`src/rtl/alu_issue_unit_if.sv`:
```
// Signal bundle between the controller/ALU environment and alu_issue_unit.
// The slave modport is the issue unit's view; the master modport is the surrounding environment.
interface alu_issue_unit_if;
  logic        start;
  logic [5:0]  opcode;
  logic [5:0]  funct;
  logic [4:0]  shamt_in;
  logic [31:0] rs_data;
  logic [31:0] rt_data;
  logic [15:0] imm;
  logic [3:0]  ALUOperation;
  logic [31:0] A;
  logic [31:0] B;
  logic [4:0]  shamt;
  logic [31:0] ALUResult;
  logic        Zero;
  logic        busy;
  logic        done;
  logic [31:0] result;
  logic        zero_flag;
  logic        illegal;

  modport slave (
    input  start, opcode, funct, shamt_in, rs_data, rt_data, imm, ALUResult, Zero,
    output ALUOperation, A, B, shamt, busy, done, result, zero_flag, illegal
  );

  modport master (
    output start, opcode, funct, shamt_in, rs_data, rt_data, imm, ALUResult, Zero,
    input  ALUOperation, A, B, shamt, busy, done, result, zero_flag, illegal
  );
endinterface

```
`src/rtl/alu_issue_unit.sv`:
```
// Multicycle ALU issue unit: decodes opcode/funct, holds ALU operands for EXEC_CYCLES,
// captures ALUResult/Zero and reports completion with a registered done/illegal pulse.
module alu_issue_unit #(
  parameter int EXEC_CYCLES = 1
) (
  input  logic            clk,
  input  logic            reset,
  alu_issue_unit_if.slave bus
);

  typedef enum logic [1:0] {IDLE, DECODE, EXECUTE, DONE} state_t;

  state_t      state_q, state_d;
  logic [5:0]  opcode_q, opcode_d, funct_q, funct_d;
  logic [4:0]  shin_q, shin_d, shamt_q, shamt_d;
  logic [31:0] rs_q, rs_d, rt_q, rt_d;
  logic [15:0] imm_q, imm_d;
  logic [3:0]  aluop_q, aluop_d, cnt_q, cnt_d;
  logic [31:0] a_q, a_d, b_q, b_d, result_q, result_d;
  logic        zero_q, zero_d, done_q, done_d, illegal_q, illegal_d, ill_q, ill_d;

  logic [3:0]  dec_op;
  logic [31:0] dec_a, dec_b;
  logic [4:0]  dec_sh;
  logic        dec_ill;

  // Combinational decode of the latched instruction fields.
  always_comb begin
    dec_op  = 4'b1111;
    dec_a   = '0;
    dec_b   = '0;
    dec_sh  = '0;
    dec_ill = 1'b0;
    case (opcode_q)
      6'h00: begin
        dec_a  = rs_q;
        dec_b  = rt_q;
        dec_sh = shin_q;
        case (funct_q)
          6'h24:   dec_op = 4'b0000;
          6'h25:   dec_op = 4'b0001;
          6'h27:   dec_op = 4'b0010;
          6'h20:   dec_op = 4'b0011;
          6'h22:   dec_op = 4'b0100;
          6'h00:   begin dec_op = 4'b0101; dec_a = rt_q; end
          6'h02:   begin dec_op = 4'b0110; dec_a = rt_q; end
          default: dec_ill = 1'b1;
        endcase
      end
      6'h08: begin dec_op = 4'b1110; dec_a = rs_q; dec_b = {{16{imm_q[15]}}, imm_q}; end
      6'h0D: begin dec_op = 4'b1100; dec_a = rs_q; dec_b = {16'h0000, imm_q}; end
      6'h0F: begin dec_op = 4'b1101; dec_a = rs_q; dec_b = {16'h0000, imm_q}; end
      default: dec_ill = 1'b1;
    endcase
    if (dec_ill) begin
      dec_op = 4'b1111;
      dec_a  = '0;
      dec_b  = '0;
      dec_sh = '0;
    end
  end

  always_comb begin
    state_d   = state_q;
    opcode_d  = opcode_q;
    funct_d   = funct_q;
    shin_d    = shin_q;
    rs_d      = rs_q;
    rt_d      = rt_q;
    imm_d     = imm_q;
    aluop_d   = aluop_q;
    a_d       = a_q;
    b_d       = b_q;
    shamt_d   = shamt_q;
    cnt_d     = cnt_q;
    result_d  = result_q;
    zero_d    = zero_q;
    ill_d     = ill_q;
    done_d    = 1'b0;
    illegal_d = 1'b0;
    case (state_q)
      IDLE: begin
        if (bus.start) begin
          opcode_d = bus.opcode;
          funct_d  = bus.funct;
          shin_d   = bus.shamt_in;
          rs_d     = bus.rs_data;
          rt_d     = bus.rt_data;
          imm_d    = bus.imm;
          state_d  = DECODE;
        end
      end
      DECODE: begin
        aluop_d = dec_op;
        a_d     = dec_a;
        b_d     = dec_b;
        shamt_d = dec_sh;
        ill_d   = dec_ill;
        if (dec_ill) begin
          state_d = DONE;
        end else begin
          cnt_d   = 4'(EXEC_CYCLES - 1);
          state_d = EXECUTE;
        end
      end
      EXECUTE: begin
        if (cnt_q == 4'd0) begin
          result_d = bus.ALUResult;
          zero_d   = bus.Zero;
          state_d  = DONE;
        end else begin
          cnt_d = cnt_q - 4'd1;
        end
      end
      DONE: begin
        // The pulse is registered here, so it is visible in the first IDLE cycle.
        done_d    = 1'b1;
        illegal_d = ill_q;
        if (ill_q) begin
          result_d = '0;
          zero_d   = 1'b0;
        end
        aluop_d = 4'b1111;
        state_d = IDLE;
      end
      default: state_d = IDLE;
    endcase
  end

  always_ff @(posedge clk or negedge reset) begin
    if (!reset) begin
      state_q   <= IDLE;
      opcode_q  <= '0;
      funct_q   <= '0;
      shin_q    <= '0;
      rs_q      <= '0;
      rt_q      <= '0;
      imm_q     <= '0;
      aluop_q   <= 4'b1111;
      a_q       <= '0;
      b_q       <= '0;
      shamt_q   <= '0;
      cnt_q     <= '0;
      result_q  <= '0;
      zero_q    <= 1'b0;
      ill_q     <= 1'b0;
      done_q    <= 1'b0;
      illegal_q <= 1'b0;
    end else begin
      state_q   <= state_d;
      opcode_q  <= opcode_d;
      funct_q   <= funct_d;
      shin_q    <= shin_d;
      rs_q      <= rs_d;
      rt_q      <= rt_d;
      imm_q     <= imm_d;
      aluop_q   <= aluop_d;
      a_q       <= a_d;
      b_q       <= b_d;
      shamt_q   <= shamt_d;
      cnt_q     <= cnt_d;
      result_q  <= result_d;
      zero_q    <= zero_d;
      ill_q     <= ill_d;
      done_q    <= done_d;
      illegal_q <= illegal_d;
    end
  end

  assign bus.ALUOperation = aluop_q;
  assign bus.A            = a_q;
  assign bus.B            = b_q;
  assign bus.shamt        = shamt_q;
  assign bus.busy         = (state_q != IDLE);
  assign bus.done         = done_q;
  assign bus.illegal      = illegal_q;
  assign bus.result       = result_q;
  assign bus.zero_flag    = zero_q;

endmodule

```
`src/flat_wrapper.sv`:
```
// flat-port wrapper written by rule: the top's interface ports become plain ports
module alu_issue_unit_flat 
#(
  parameter int EXEC_CYCLES = 1
)
  (clk, reset, bus_start, bus_opcode, bus_funct, bus_shamt_in, bus_rs_data, bus_rt_data, bus_imm, bus_ALUResult, bus_Zero, bus_ALUOperation, bus_A, bus_B, bus_shamt, bus_busy, bus_done, bus_result, bus_zero_flag, bus_illegal);
  alu_issue_unit_if bus_i ();
  input  logic clk;
  input  logic reset;
  input wire logic [$bits(bus_i.start)-1:0] bus_start;
  input wire logic [$bits(bus_i.opcode)-1:0] bus_opcode;
  input wire logic [$bits(bus_i.funct)-1:0] bus_funct;
  input wire logic [$bits(bus_i.shamt_in)-1:0] bus_shamt_in;
  input wire logic [$bits(bus_i.rs_data)-1:0] bus_rs_data;
  input wire logic [$bits(bus_i.rt_data)-1:0] bus_rt_data;
  input wire logic [$bits(bus_i.imm)-1:0] bus_imm;
  input wire logic [$bits(bus_i.ALUResult)-1:0] bus_ALUResult;
  input wire logic [$bits(bus_i.Zero)-1:0] bus_Zero;
  output wire logic [$bits(bus_i.ALUOperation)-1:0] bus_ALUOperation;
  output wire logic [$bits(bus_i.A)-1:0] bus_A;
  output wire logic [$bits(bus_i.B)-1:0] bus_B;
  output wire logic [$bits(bus_i.shamt)-1:0] bus_shamt;
  output wire logic [$bits(bus_i.busy)-1:0] bus_busy;
  output wire logic [$bits(bus_i.done)-1:0] bus_done;
  output wire logic [$bits(bus_i.result)-1:0] bus_result;
  output wire logic [$bits(bus_i.zero_flag)-1:0] bus_zero_flag;
  output wire logic [$bits(bus_i.illegal)-1:0] bus_illegal;
  assign bus_i.start = bus_start;
  assign bus_i.opcode = bus_opcode;
  assign bus_i.funct = bus_funct;
  assign bus_i.shamt_in = bus_shamt_in;
  assign bus_i.rs_data = bus_rs_data;
  assign bus_i.rt_data = bus_rt_data;
  assign bus_i.imm = bus_imm;
  assign bus_i.ALUResult = bus_ALUResult;
  assign bus_i.Zero = bus_Zero;
  assign bus_ALUOperation = bus_i.ALUOperation;
  assign bus_A = bus_i.A;
  assign bus_B = bus_i.B;
  assign bus_shamt = bus_i.shamt;
  assign bus_busy = bus_i.busy;
  assign bus_done = bus_i.done;
  assign bus_result = bus_i.result;
  assign bus_zero_flag = bus_i.zero_flag;
  assign bus_illegal = bus_i.illegal;
  alu_issue_unit #(.EXEC_CYCLES(EXEC_CYCLES)) u_core (.clk(clk), .reset(reset), .bus(bus_i));
endmodule
```
`config.mk`:
```
export PLATFORM = sky130hd
export DESIGN_NAME = alu_issue_unit_flat
export DESIGN_NICKNAME = d
export VERILOG_FILES = /design/src/rtl/alu_issue_unit_if.sv /design/src/rtl/alu_issue_unit.sv /design/src/flat_wrapper.sv
export SDC_FILE = /design/constraint.sdc
export NUM_CORES = 1
export LEC_CHECK = 0
export BUFFER_PORTS_ARGS = -buffer_cell sky130_fd_sc_hd__buf_2
export CORE_ASPECT_RATIO = 0.6
export CORE_MARGIN = 5
export CORE_UTILIZATION = 38
export DETAILED_ROUTE_END_ITERATION = 10
export SYNTH_ARGS = -nofsm -noshare
export SYNTH_HDL_FRONTEND = slang
export SYNTH_SLANG_ARGS = --single-unit
```
`constraint.sdc`:
```
create_clock -name clk -period 3.6 [get_ports clk]
set_input_delay 0 -clock clk [delete_from_list [all_inputs] [get_ports clk]]
set_output_delay 0 -clock clk [all_outputs]
set_load 0.05 [all_outputs]
```
==> results.ini <==
[outcome]
status = completed

[clocking]
cts_inserted_buffers = 21
clk_latency_ns = 0.51
ctsResizeCount = 0
cts.sinks = 212
htree_levels = 1
cts_tree = built
cts_max_path_buffers = 3
clkTransAtPathRegs_ns = 0.07
clock-root-buffer = clkbuf_16

[timing]
hold_viol = 0
worst_slew_pin_slew_ns = 1.151
skew_ns = 0.008675
layout_setup_ws_ns = 1.014
fmax_mhz = 386.7
finalSetupViolCount = 0
timing.final.crit_share = 0.7183
grt_setup_unrepaired = no
layout_min_cycle_time_ns = 2.586
finalSetupTns_ns = 0
maxSlewViolCount = 0
relSlewSlack = 0.2301

[pwr]
ir_drop_mv = 0.3075
power.switching_w = 0.003352
p_leak_nw = 5.916
pwr-share-seq = 0.403
power.density_nw_per_um2 = 718.7
pwr-share-comb = 0.337
p_sw_frac = 0.3673
p_clk_frac = 0.260
internal_power_w = 0.005773

[critical_path]
critPathKind = reg2reg
slowest_delay_ns = 0.65
crit_fanout = 32
rrSetupSlack_ns = 1.01
arrival_ns = 2.93
setup.worst_path.end_class = flop
critPathLaunchType = flop
critPathBufInv = 0
cpLargestDelayFamily = simple AND/OR/NAND/NOR gates
crit_path_cell_trace = or4_4, o211ai_2, nand2_2, a22oi_2, o22ai_2
slowest_stage = nand2_2
required_ns = 3.94

[synth]
synth_area_per_cell_um2 = 12.19
ys_ff_latch = 212
synth_ff_type = dfrtp_1
synth_area_leaders = dfrtp_1, mux2_2, a22oi_2, o22ai_2, inv_1
synthCells = 749
syn_nets = 889
synth_top_area_share = 0.5699
yosysUniqueCellTypes = 45
synthArstFlopShare = 1.000
synth-edff-count = 0
yosysTopAreaCell = dfrtp_1
synth_warnings = 0
ys_seq_area_frac = 0.5814
synth_area_um2 = 9133

[global_routing]
grt_pass1_vias = 7369
grt_max_degree = 116
grt_pass1_wl_mm = 41.47
grt_overflow_total = 0
antenna_found_initial = 3
groute.usage.overall = 0.1885

[floorplanning]
die_area_um2 = 27330
initial_utilization = 0.3911
rows = 43
ios = 242
die_w_um = 210.1
core_um2 = 23350
die_h_um = 130.1

[placement]
hpwlAfterDp_mm = 16.49
dp_worst_setup_slack_ns = 1.031
place.gp.congestion = 0.7643
port_buffers = 241

[finish]
nets = 1246
drive_above_1_share = 0.4125
area_delta_synth_final_pct = 39.02

[drt]
first_pass_iters = 4
wl_mm = 26.06
wl_per_cell_um = 18.12
post-route-drc-count = 0
viasPerCell = 4.887
num_vias = 7028
drtAntennaViolNets = 0
drt_iter0_drc = 335

[hold_path]
holdCritPathClass = in2async

[run]
drv_cap = 0

what timing repair did:
action	4_1_cts	5_1_grt
endpoints found under the hold margin	245	0
hold buffers	132	0
setup buffers	0	0
cells by family after synthesis:
logic type	synth area share
DFF	0.5814
AOI/OAI and AO/OA	0.1529
and+or+nand+nor	0.07631
buffers and inverters	0.05905
muxes	0.1207
adders and majority gates	0.009590
layout make-up:
cell class | count | area (um^2)
repair buffers | 383 | 2638
fillers | 1998 | 10650
multi-input cells | 409 | 3316
clock inverters | 8 | 148.9
well taps | 315 | 394.1
clock buffers | 29 | 585.6
flip-flops and latches | 212 | 5310
inverters | 79 | 296.5
diodes | 3 | 7.507
sequential cells by signal, indices dropped and copies added (netlist names), 2 cells and up:
| signal | count |
|---|---|
| u_core.bus.A | 32 |
| u_core.bus.ALUOperation | 4 |
| u_core.bus.B | 32 |
| u_core.bus.result | 32 |
| u_core.bus.shamt | 5 |
| u_core.cnt_q | 4 |
| u_core.funct_q | 6 |
| u_core.imm_q | 16 |
| u_core.opcode_q | 6 |
| u_core.rs_q | 32 |
| u_core.rt_q | 32 |
| u_core.shin_q | 5 |
| u_core.state_q | 2 |
layer usage:
metal / up-vias / GRT usage / wire length [um]
met5: - / 0 / 0
met4: 0 / 0.03796 / 423
met3: 39 / 0.04781 / 1647
met2: 194 / 0.2933 / 11960
met1: 3463 / 0.2706 / 12030
li1: 3332 / - / -
stage by stage:
step	instance area, um^2	std cells	power, W	hold slack [ns]	util
6_report	12700	1438	0.009125	0.1287	0.5437
5_1_grt	12700	1438	0.009662	0.2244	0.5437
4_1_cts	12690	1435	0.009213	0.1952	0.5434
3_5_place_dp	10630	1266	0.006694	0.1420	0.4554
3_3_place_gp	10630	1266	0.006636	0.1366	0.4554
2_1_floorplan	9133	749	0.005852	-0.2956	-
path summary, 6_finish.rpt:
path / cells past startpoint / startpoint / endpoint
min in group clk: 3 / bus_imm[6] / u_core.imm_q[6]$_DFFE_PN0P_
max: 5 / u_core.funct_q[0]$_DFFE_PN0P_ / u_core.bus.A[16]$_DFFE_PN0P_
min: 2 / reset / u_core.bus.A[22]$_DFFE_PN0P_
max reg2reg: 5 / u_core.funct_q[0]$_DFFE_PN0P_ / u_core.bus.A[16]$_DFFE_PN0P_
max in group asynchronous: 3 / reset / u_core.bus.A[8]$_DFFE_PN0P_
min reg2reg: 2 / u_core.bus.result[2]$_DFFE_PN0P_ / u_core.bus.result[2]$_DFFE_PN0P_
synthesized netlist by cell type (2+ instances only):
cell type    n
buf_6        6
a41oi_1      2
nor3_1       5
o22ai_1     35
nand3_1     38
ha_1         7
o21a_1       2
o211ai_1     2
nor3b_2      2
nand2b_1     2
clkbuf_1    22
dfrtp_1    208
nand2_1     74
inv_1       79
nor2b_1      2
buf_2       11
nand2_2      2
a22oi_2     30
o21ai_2      2
o21ai_0     11
a31oi_1      3
nor2_1       6
a22oi_1     18
o211ai_2     2
dfstp_2      4
buf_1       10
and2_1       3
mux2_2      97
o22ai_2     30
a21oi_1     19
cells in the final DEF, fill, tap and decap left out, types with 3 or more instances in the layout:
master           n
o22ai_2         31
o22ai_1         34
dlygate4sd3_1  132
nor3_1           5
o21ai_0         11
nand3_1         38
a22oi_1         18
a22oi_2         30
nor2_1           6
a21oi_1         19
bufinv_16        4
a31oi_1          3
nand2_1         73
dfrtp_1        208
inv_1           79
clkbuf_1         5
diode_2          3
ha_1             6
mux2_2          97
clkbuf_8         3
buf_4            8
buf_2          240
dfstp_2          4
clkbuf_16       21
power by group through the flow:
stage,sequential [W],clock [W],combinational [W]
after CTS,0.00368,0.00243,0.00310
after global placement,0.00370,0,0.00293
after global routing,0.00377,0.00253,0.00336
final,0.00368,0.00237,0.00307
after floorplan,0.00400,0,0.00186
after detailed placement,0.00372,0,0.00298
Note: power is estimated with default switching activity, not from simulation.
